<file path="src/rtl/sub_pipe.sv">
// sub_pipe: two-stage pipelined fixed-point subtractor, valueOne - valueTwo,
// for signed two's-complement Q(wholeWidth.fractionWidth) operands.
//
// Stage 1 registers the full W+1-bit difference. A single subtract over the
// whole word lets the fraction borrow carry into the whole part.
// Stage 2 registers the clamped or wrapped W-bit result and the overflow flag.
// Ready propagates combinationally from out_ready back to in_ready, so the
// pipe holds two pairs at most and moves one result per cycle when unstalled.
//
// Ports:
//   clock       rising-edge clock
//   reset_n     synchronous active-low reset; clears all state
//   in_valid    operand pair valid
//   in_ready    block can accept operands this cycle
//   valueOne    minuend, W bits signed
//   valueTwo    subtrahend, W bits signed
//   out_valid   difference valid
//   out_ready   downstream accepts difference
//   difference  result, W bits signed
//   overflow    result exceeded representable range; qualified by out_valid
module sub_pipe #(
   parameter int wholeWidth    = 4,
   parameter int fractionWidth = 4,
   parameter bit SATURATE      = 1'b1
) (
   input  logic                                  clock,
   input  logic                                  reset_n,
   input  logic                                  in_valid,
   output logic                                  in_ready,
   input  logic [wholeWidth+fractionWidth-1:0]   valueOne,
   input  logic [wholeWidth+fractionWidth-1:0]   valueTwo,
   output logic                                  out_valid,
   input  logic                                  out_ready,
   output logic [wholeWidth+fractionWidth-1:0]   difference,
   output logic                                  overflow
);

   localparam int W = wholeWidth + fractionWidth;

   logic           s1_valid;
   logic [W:0]     s1_diff;
   logic           s2_valid;
   logic [W-1:0]   s2_diff;
   logic           s2_ovf;

   logic           s1_advance;
   logic           s2_advance;
   logic [W:0]     diff_full;
   logic           range_err;
   logic [W-1:0]   diff_sat;

   assign s2_advance = !s2_valid || out_ready;
   assign s1_advance = !s1_valid || s2_advance;
   assign in_ready   = s1_advance;

   // Sign-extend both operands so the W+1-bit result never wraps.
   assign diff_full = {valueOne[W-1], valueOne} - {valueTwo[W-1], valueTwo};

   // The top two bits disagree exactly when the result does not fit in W bits.
   assign range_err = s1_diff[W] ^ s1_diff[W-1];

   always_comb begin
      diff_sat = s1_diff[W-1:0];
      if (SATURATE && range_err) begin
         if (s1_diff[W])
            diff_sat = {1'b1, {(W-1){1'b0}}};
         else
            diff_sat = {1'b0, {(W-1){1'b1}}};
      end
   end

   always_ff @(posedge clock) begin
      if (!reset_n) begin
         s1_valid <= 1'b0;
         s1_diff  <= '0;
         s2_valid <= 1'b0;
         s2_diff  <= '0;
         s2_ovf   <= 1'b0;
      end else begin
         if (s1_advance) begin
            s1_valid <= in_valid;
            if (in_valid)
               s1_diff <= diff_full;
         end
         if (s2_advance) begin
            s2_valid <= s1_valid;
            if (s1_valid) begin
               s2_diff <= diff_sat;
               s2_ovf  <= range_err;
            end
         end
      end
   end

   assign out_valid  = s2_valid;
   assign difference = s2_diff;
   assign overflow   = s2_ovf;

endmodule
</file>
<file path="config.mk">
export PLATFORM = sky130hd
export DESIGN_NAME = sub_pipe
export DESIGN_NICKNAME = d
export VERILOG_FILES = /design/src/rtl/sub_pipe.sv
export SDC_FILE = /design/constraint.sdc
export NUM_CORES = 1
export LEC_CHECK = 0
export CELL_PAD_IN_SITES_DETAIL_PLACEMENT = 0
export CELL_PAD_IN_SITES_GLOBAL_PLACEMENT = 1
export CORE_UTILIZATION = 35
export DETAILED_ROUTE_END_ITERATION = 6
export MAX_ROUTING_LAYER = met4
export PLACE_DENSITY_LB_ADDON = 0.1
export RECOVER_POWER = 100
export SLEW_MARGIN = 5
export SYNTH_ARGS = -nofsm -noshare
export SYNTH_HDL_FRONTEND = slang
export SYNTH_SLANG_ARGS = --single-unit
</file>
<file path="constraint.sdc">
create_clock -name clock -period 1.9 [get_ports clock]
set_input_delay 0.38 -clock clock [delete_from_list [all_inputs] [get_ports clock]]
set_output_delay 0.38 -clock clock [all_outputs]
set_load 0.005 [all_outputs]
</file>
Yosys cells after proc, flatten, opt, wreduce, memory -nomap -nowiden

Cells that the tools add are included.

Register bits: 20
Output and inout bits: 11

Reductions and logical operators: 6
Multiplexer cells: 2
$add $sub $neg: 1
Bitwise logic cells: 1

Operators with widths:

| operator         | number |
|---|---|
| $mux 8           | 2 |
| $sub 8x8->9      | 1 |
| $reduce_and 2->1 | 2 |
| $logic_not 1->1  | 2 |
| $logic_or 1x1->1 | 2 |
| $xor 1x1->1      | 1 |

Depth between registers and ports, before layout

Gate-level depths: netlist (run 1).

Depth after elaboration: 4
Mapped depth: 8
Gate-level depth less buffers: 8

Worst setup path before layout (run 1)

OpenSTA, ideal clock, no wires.

Path type: input to register
From: input port valueOne[0]
To: register s1_diff[8]
Stages on the path: 8
Buffers on the path: 0
Setup time: 123 ps
Path slack: 242 ps
Arrival: 1,536 ps
Path through: inv_1 ha_1 fa_1 nand2b_1 a21oi_1 o21ai_0 nand3_1 a31oi_1

Longest elaborated chain between the ends: 1

Ends and longest elaborated chain:

| what                 | line | RTL |
|---|---|---|
| start, declared      | 30   | `input logic [wholeWidth+fractionWidth-1:0] valueOne,` |
| $sub 8x8->9          | 57   | `assign diff_full = {valueOne[W-1], valueOne} - {valueTwo[W-1], valueTwo};` |
| end signal, assigned | 83   | `s1_diff <= diff_full;` |
| end, declared        | 41   | `logic [W:0] s1_diff;` |

No other way between the ends.
A chain may end at the register's enable or synchronous reset.

Worst setup path after layout (run 1)

Same ends and word-level chain as after synthesis.

==> reports/results.md, run 1 <==
| Parameter | Reported |
|---|---|
| Critical Path Slowest Stage Cell | clkdlybuf4s50_1 |
| Outcome | finished clean |
| Cell chosen for the clock root | clkbuf_4 |
| Routability cong. | 0.7912 |
| CTS max path bufs | 2 |
| Core Footprint | 3103 sq um |
| RSZ-0062 raised after global routing | yes |
| TritonCTS buffer count | 3 |
| Area fraction of the dominant cell type after synthesis | 34.56% |
| Height of the die | 59.54 microns |
| Kind of start point of the critical path | input port |
| Synthesized cell area | 1159 sq um |
| Fin. Hold Viols | 0 |
| End-of-flow core utilization | 52.22% |
| Layout-stage area growth over the synthesis result | 39.85% |
| Iteration count of the initial detailed-routing pass | 4 |
| Library cell occupying the most area in the post-synthesis netlist | dfxtp_1 |
| Number of nets produced by synthesis | 165 |
| Maximum level of the CTS H-tree | 1 |
| Share of the clock period used by the worst path | 96.30% |
| Yosys warnings | 0 |
| 1st-iter DRT viols | 29 |
| Crit path cell chain | clkdlybuf4s50_1, inv_1, ha_1, fa_1, nand2b_4, a21oi_2, o21ai_1, nand3_1, a31oi_1 |
| Most used standard cell by instance count after synthesis | dfxtp_1 |
| Commonest cells post-synth | dfxtp_1 (20), nand2_1 (16), inv_1 (11), o211a_1 (11) |
| Starting density of the core | 37.34% |
| Mean routed wirelength per cell | 10.79 microns |
| Total setup violations reported at the end of the flow | 0 |
| Register area share after synthesis | 34.56% |
| Worst endpoint required time | 2.08 ns |
| Overall routing resource usage | 15.58% |
| PD cells | 601.2 nW/um^2 |
| Number of enable flip-flop cells after synthesis | 0 |
| Total congestion overflow | 0 |
| Worst clock skew | 0.004574 ns |
| Remaining max-slew budget at the tightest pin | 70.68% |
| Number of global-route vias before repair | 1,038 |
| Maximum clock frequency | 0.5466 GHz |
| TritonCTS clock tree | done |
| Floorplan die area | 3544 sq um |
| Post-Synthesis Cells | 134 |
| Port Buffers | 30 |
| WP buf/inv | 2 |
| Critical-path maximum fanout | 3 |
| Final Power | 0.9742 mW |
| Row Count | 20 |
| Data arrival time of the critical path | 2.01 ns |
| Routed via count | 1,053 |
| Die Wd | 59.54 microns |
| Synthesized area per cell | 8.646 sq um |
| HPWL after DPL | 1.973 mm |
| Maximum number of pins on one net before global-route repair | 19 |
| Highest cell delay on the worst timing path | 0.45 ns |
| Max-slew violation count | 0 |
| Family with the most delay on the worst path | adder cells |
| Most common flop cell mapped by yosys | dfxtp_1 |
| # DRC | 0 |
| Fraction of registers with async set/reset | 0% |
| Number of antenna violations at the first check in global routing | 0 |
| Sink count of the clock tree | 20 |
| Final-stage net count | 207 |
| Number of diodes added for antenna fixing | 0 |
| Total I/O pin count | 31 |
| CTS clk-pin slew, worst paths | 0.11 ns |
| Via count normalized by instance count | 4.830 |
| Post-synth cell types | 33 |
| Number of max-cap violations | 0 |
| Synthesized flop and latch total | 20 |
| Synth top area cells | dfxtp_1 (35%), ha_1 (11%), o211a_1 (9.5%), nand2_1 (5.2%), a21oi_1 (4.3%) |
| Actual slew at the worst max-slew pin | 0.4381 ns |
| Number of fill cells in the layout | 332 |
| Residual antenna-violating net count after detailed routing | 0 |
| Wire length of the first global-routing pass | 4.160 mm |
| Final critical path time including I/O delays and setup | 1.830 ns |
| Clk_lat worst skew | 0.29 ns |
| Hold_buf cts | 0 |
| Leakage power | 0.8167 nW |
| Sum of routed wire length over all layers | 2.353 mm |
| Category of the most critical setup path | input port to register |
| Kind of end point of the critical path | register |
| Worst voltage drop across the vdd grid | 0.0002044 V |
| Min-Delay Path Class | register to register |
| Share of final-layout standard cells stronger than drive strength 1 | 13.22% |
==> sequential cells by signal, summed over array words and instances, names as in the netlist <==
register    flops
s1_diff         9
s1_valid        1
difference      8
out_valid       1
overflow        1
==> final cells by class <==
type	instances	area [sq um]	area share, %
multi-input cells	96	698.2	43.09
flip-flops and latches	20	400.4	24.71
inverters	11	41.29	2.548
clock buffers	3	22.52	1.390
well taps	44	55.05	3.398
repair buffers	44	402.9	24.86
==> routing by layer <==
layer  share of wire, %  vias up  GRT usage (%)
met1                 47      468          17.89
li1                   -      560              -
met4                1.7        0          6.977
met3                2.3        4          1.310
met2                 48       21          27.45
met5                  0        -              -
==> path summary, 6_finish.rpt <==
check | from | end | slack (ns) | depth (start not counted)
max | valueOne[0] | s1_diff[8] | 0.07 | 9
max reg2reg | s1_diff[7] | difference[4] | 0.27 | 6
min reg2reg | s1_diff[4] | s1_diff[4] | 0.47 | 2
min | s1_diff[4] | s1_diff[4] | 0.47 | 2
==> through the flow <==
stage	instance area, sq um	std cells	setup WS [ns]	TNS [ns]	hold slack, ns
6_report	1620	218	0.07035	0	0.4727
5_1_grt	1620	218	-0.02847	-0.1278	0.5131
4_1_cts	1619	218	0.02784	0	0.4909
3_5_place_dp	1585	215	-0.3526	-1.768	0.4756
3_3_place_gp	1585	215	-0.2950	-1.452	0.4573
2_1_floorplan	1159	134	0.2416	0	0.4413
==> what timing repair did <==
action / 4_1_cts / 5_1_grt
gates resized for setup: 2 / 5
buffers inserted: 0 / 0
setup endpoints to repair: 2 / 6
==> report_power, final <==
group	internal, mW	switching, mW	leakage (nW)
combinational	0.168	0.140	0.638
sequential	0.455	0.0198	0.165
clock	0.0736	0.118	0.0138
==> worst register-to-register path: stages (launching register included) <==
cell     delay (ns)
dfxtp_1        0.39
inv_1          0.06
ha_1           0.41
nor2_1         0.39
a21oi_1        0.09
nand2_1        0.09
o211a_1        0.14
==> cell usage in the layout (no fill, tap or decap), drive strengths merged, types with 5 or more instances in the layout <==
master / instances
dlygate4sd3: 11
clkbuf: 6
clkdlybuf4s50: 18
a21oi: 11
dfxtp: 20
buf: 11
ha: 10
o211a: 11
inv: 11
nor2b: 5
nand2: 16
o21ai: 6
nor2: 5
==> cells by family (layout without fill, tap and decap cells) <==
kind of cell	after synthesis	in the layout	synth area share (%)
flip-flops	20	20	34.56
XOR/XNOR	1	1	0.7561
adder cells (fa/ha/maj)	11	11	12.53
AO/OA/AOI/OAI	42	42	27.10
buffers and inverters	18	58	6.479
AND/OR/NAND/NOR	42	42	18.57
Note: power is estimated with default switching activity, not from simulation.
==> inputs of run 2 (changes only) <==
--- a/config.mk
+++ b/config.mk
@@ -7,8 +7,10 @@
 export LEC_CHECK = 0
 export CELL_PAD_IN_SITES_DETAIL_PLACEMENT = 0
 export CELL_PAD_IN_SITES_GLOBAL_PLACEMENT = 1
-export CORE_UTILIZATION = 35
+export CORE_UTILIZATION = 30
+export CTS_CLUSTER_DIAMETER = 50
 export DETAILED_ROUTE_END_ITERATION = 6
+export GPL_ROUTABILITY_DRIVEN = 0
 export MAX_ROUTING_LAYER = met4
 export PLACE_DENSITY_LB_ADDON = 0.1
 export RECOVER_POWER = 100
==> reports/results.md, run 2 (synthesis results as in run 1) <==
| Parameter | Reported | vs previous |
|---|---|---|
| Outcome | finished clean |  |
| Total congestion overflow | 0 | unchanged |
| Setup slack of the critical path after layout | 0.08501 ns | +0.01466 ns |
| Min-Delay Path Class | register to register |  |
| Cell chosen for the clock root | clkbuf_8 |  |
| Via count normalized by instance count | 4.805 | -0.52% |
| Highest cell delay on the worst timing path | 0.41 ns | -0.04 ns |
| Clk_lat worst skew | 0.25 ns | -0.04 ns |
| 1st-iter DRT viols | 46 | +59% |
| Die Wd | 64.15 microns | +7.7% |
| Port Buffers | 30 | unchanged |
| Maximum level of the CTS H-tree | 1 | unchanged |
| Routed via count | 1,086 | +3.1% |
| Data arrival time of the critical path | 2.00 ns | about the same |
| Height of the die | 64.15 microns | +7.7% |
| Number of global-route vias before repair | 964 | -7.1% |
| Category of the most critical setup path | input port to register |  |
| End-of-flow core utilization | 47.08% | -5.1 points |
| Critical register-to-register path startpoint | s1_diff[7] |  |
| Hold_buf cts | 0 | unchanged |
| Kind of end point of the critical path | register |  |
| Max-slew violation count | 0 | unchanged |
| Worst hold slack across all endpoints | 0.4717 ns | -0.001019 ns |
| Floorplan die area | 4115 sq um | +16% |
| Row Count | 22 | +10% |
| Number of antenna violations at the first check in global routing | 0 | unchanged |
| Number of max-cap violations | 0 | unchanged |
| Sink count of the clock tree | 20 | unchanged |
| Actual slew at the worst max-slew pin | 0.4169 ns | -0.02126 ns |
| Final-stage net count | 210 | +1.4% |
| Sum of routed wire length over all layers | 2.548 mm | +8.3% |
| TritonCTS buffer count | 3 | unchanged |
| CTS clk-pin slew, worst paths | 0.07 ns | -0.04 ns |
| Cell count of the worst reg-to-reg path | 6 | unchanged |
| PD cells | 640.8 nW/um^2 | +6.6% |
| Fin. Hold Viols | 0 | unchanged |
| Maximum number of pins on one net before global-route repair | 19 | unchanged |
| Place WS | -0.3186 ns | +0.03396 ns |
| Number of fill cells in the layout | 373 | +12% |
| Cell depth of the worst setup path | 8 | -1 |
| Worst voltage drop across the vdd grid | 0.0004302 V | +110% |
| CTS max path bufs | 2 | unchanged |
| Share of the clock period used by the worst path | 95.53% | -0.77 points |
| Layout-stage area growth over the synthesis result | 49.89% |  |
| Overall routing resource usage | 13.32% | -2.3 points |
| Worst clock skew | 0.001179 ns | -0.003395 ns |
| Register with the most flip-flops | s1_diff |  |
| Leakage power | 0.8822 nW | +8.0% |
| Reg-to-reg setup timing slack | 0.35 ns | +0.08 ns |
| Core Footprint | 3689 sq um | +19% |
| Share of final-layout standard cells stronger than drive strength 1 | 19.66% | +6.4 points |
| Capturing point of the worst reg2reg path | difference[4] |  |
| WP buf/inv | 1 | -1 |
| Critical-path maximum fanout | 3 | unchanged |
| Number of diodes added for antenna fixing | 0 | unchanged |
| HPWL after DPL | 1.954 mm | -0.94% |
| Sum of negative setup slack | 0 ns | unchanged |
| Total I/O pin count | 31 | unchanged |
| Residual antenna-violating net count after detailed routing | 0 | unchanged |
| Total setup violations reported at the end of the flow | 0 | unchanged |
| # DRC | 0 | unchanged |
| Maximum clock frequency | 0.5510 GHz | +0.81% |
| Capturing instance or port of the critical path | s1_diff[6] |  |
| TritonCTS clock tree | done |  |
| Crit path cell chain | clkdlybuf4s50_1, ha_2, fa_2, nand2b_4, a21oi_4, or3_1, nand2_1, o21ai_0 |  |
| Largest register FFs | 9 | unchanged |
| Commonest cells after routing, fill and taps aside | dfxtp_1 (20), nand2_1 (16), clkdlybuf4s50_1 (14), buf_4 (14) |  |
| Kind of start point of the critical path | input port |  |
| Final critical path time including I/O delays and setup | 1.815 ns | -0.01466 ns |
| Iteration count of the initial detailed-routing pass | 4 | unchanged |
| Starting density of the core | 31.41% | -5.9 points |
| Commonest non-fill, non-tap cell in the layout | dfxtp_1 |  |
| Remaining max-slew budget at the tightest pin | 72.11% | +1.4 points |
| Wire length of the first global-routing pass | 4.222 mm | +1.5% |
| Critical Path Slowest Stage Cell | clkdlybuf4s50_1 |  |
| Mean routed wirelength per cell | 11.27 microns | +4.5% |
| Family with the most delay on the worst path | adder cells |  |
| Critical path launch point | valueTwo[0] |  |
| Worst endpoint required time | 2.08 ns | about the same |
[run 2: how the worst min path moves through the flow]
| stage | startpoint | to | slack (ns) | depth (start not counted) |
|---|---|---|---|---|
| global route | difference[6] | difference[6] | 0.51 | 1 |
| finish | s1_diff[2] | s1_diff[2] | 0.47 | 2 |
| global placement | s1_diff[2] | s1_diff[2] | 0.46 | 2 |
| CTS | s1_diff[2] | s1_diff[2] | 0.47 | 2 |
| floorplan | s1_diff[2] | s1_diff[2] | 0.44 | 2 |
| detailed placement | s1_diff[2] | s1_diff[2] | 0.46 | 2 |
[run 2: worst reg2reg max path: stages (launching register included)]
cell and delay, ns:
dfxtp_1 0.36, inv_1 0.05, ha_1 0.40, nor2_1 0.37, a21oi_1 0.08, nand2_1 0.09
o211a_1 0.14
[run 2: what timing repair did]
action                     4_1_cts  5_1_grt
pin swaps                        0       15
setup endpoints to repair        4        7
gates resized for setup          2       16
buffers inserted                 1        2
[run 2: per-layer routing]
| layer | up-vias | track usage [%] | share of wire, % |
|---|---|---|---|
| met5 | - | - | 0 |
| met4 | 0 | 2.500 | 0.55 |
| met3 | 2 | 3.929 | 3.9 |
| met2 | 19 | 21.81 | 47 |
| met1 | 501 | 16.32 | 48 |
| li1 | 564 | - | - |
[run 2: final cells by class]
type / count / area, sq um / area share (%)
well taps: 48 / 60.06 / 3.458
clock buffers: 4 / 55.05 / 3.170
flip-flops and latches: 20 / 400.4 / 23.05
inverters: 11 / 41.29 / 2.378
multi-input cells: 96 / 744.5 / 42.87
repair buffers: 47 / 435.4 / 25.07
[run 2: report_power, final]
part           leakage [nW]  total, mW  internal, mW  switching (mW)
sequential            0.165      0.476         0.456          0.0199
combinational         0.688      0.321         0.175           0.146
clock                0.0288      0.316         0.184           0.132
total                 0.882       1.11         0.815           0.298
[run 2: stage by stage]
stage,cells,total power [mW],area (sq um)
after floorplan,134,0.6585,1159
after global placement,219,0.7913,1590
after detailed placement,219,0.7925,1590
after CTS,224,1.119,1664
after global routing,226,1.188,1737
final,226,1.113,1737
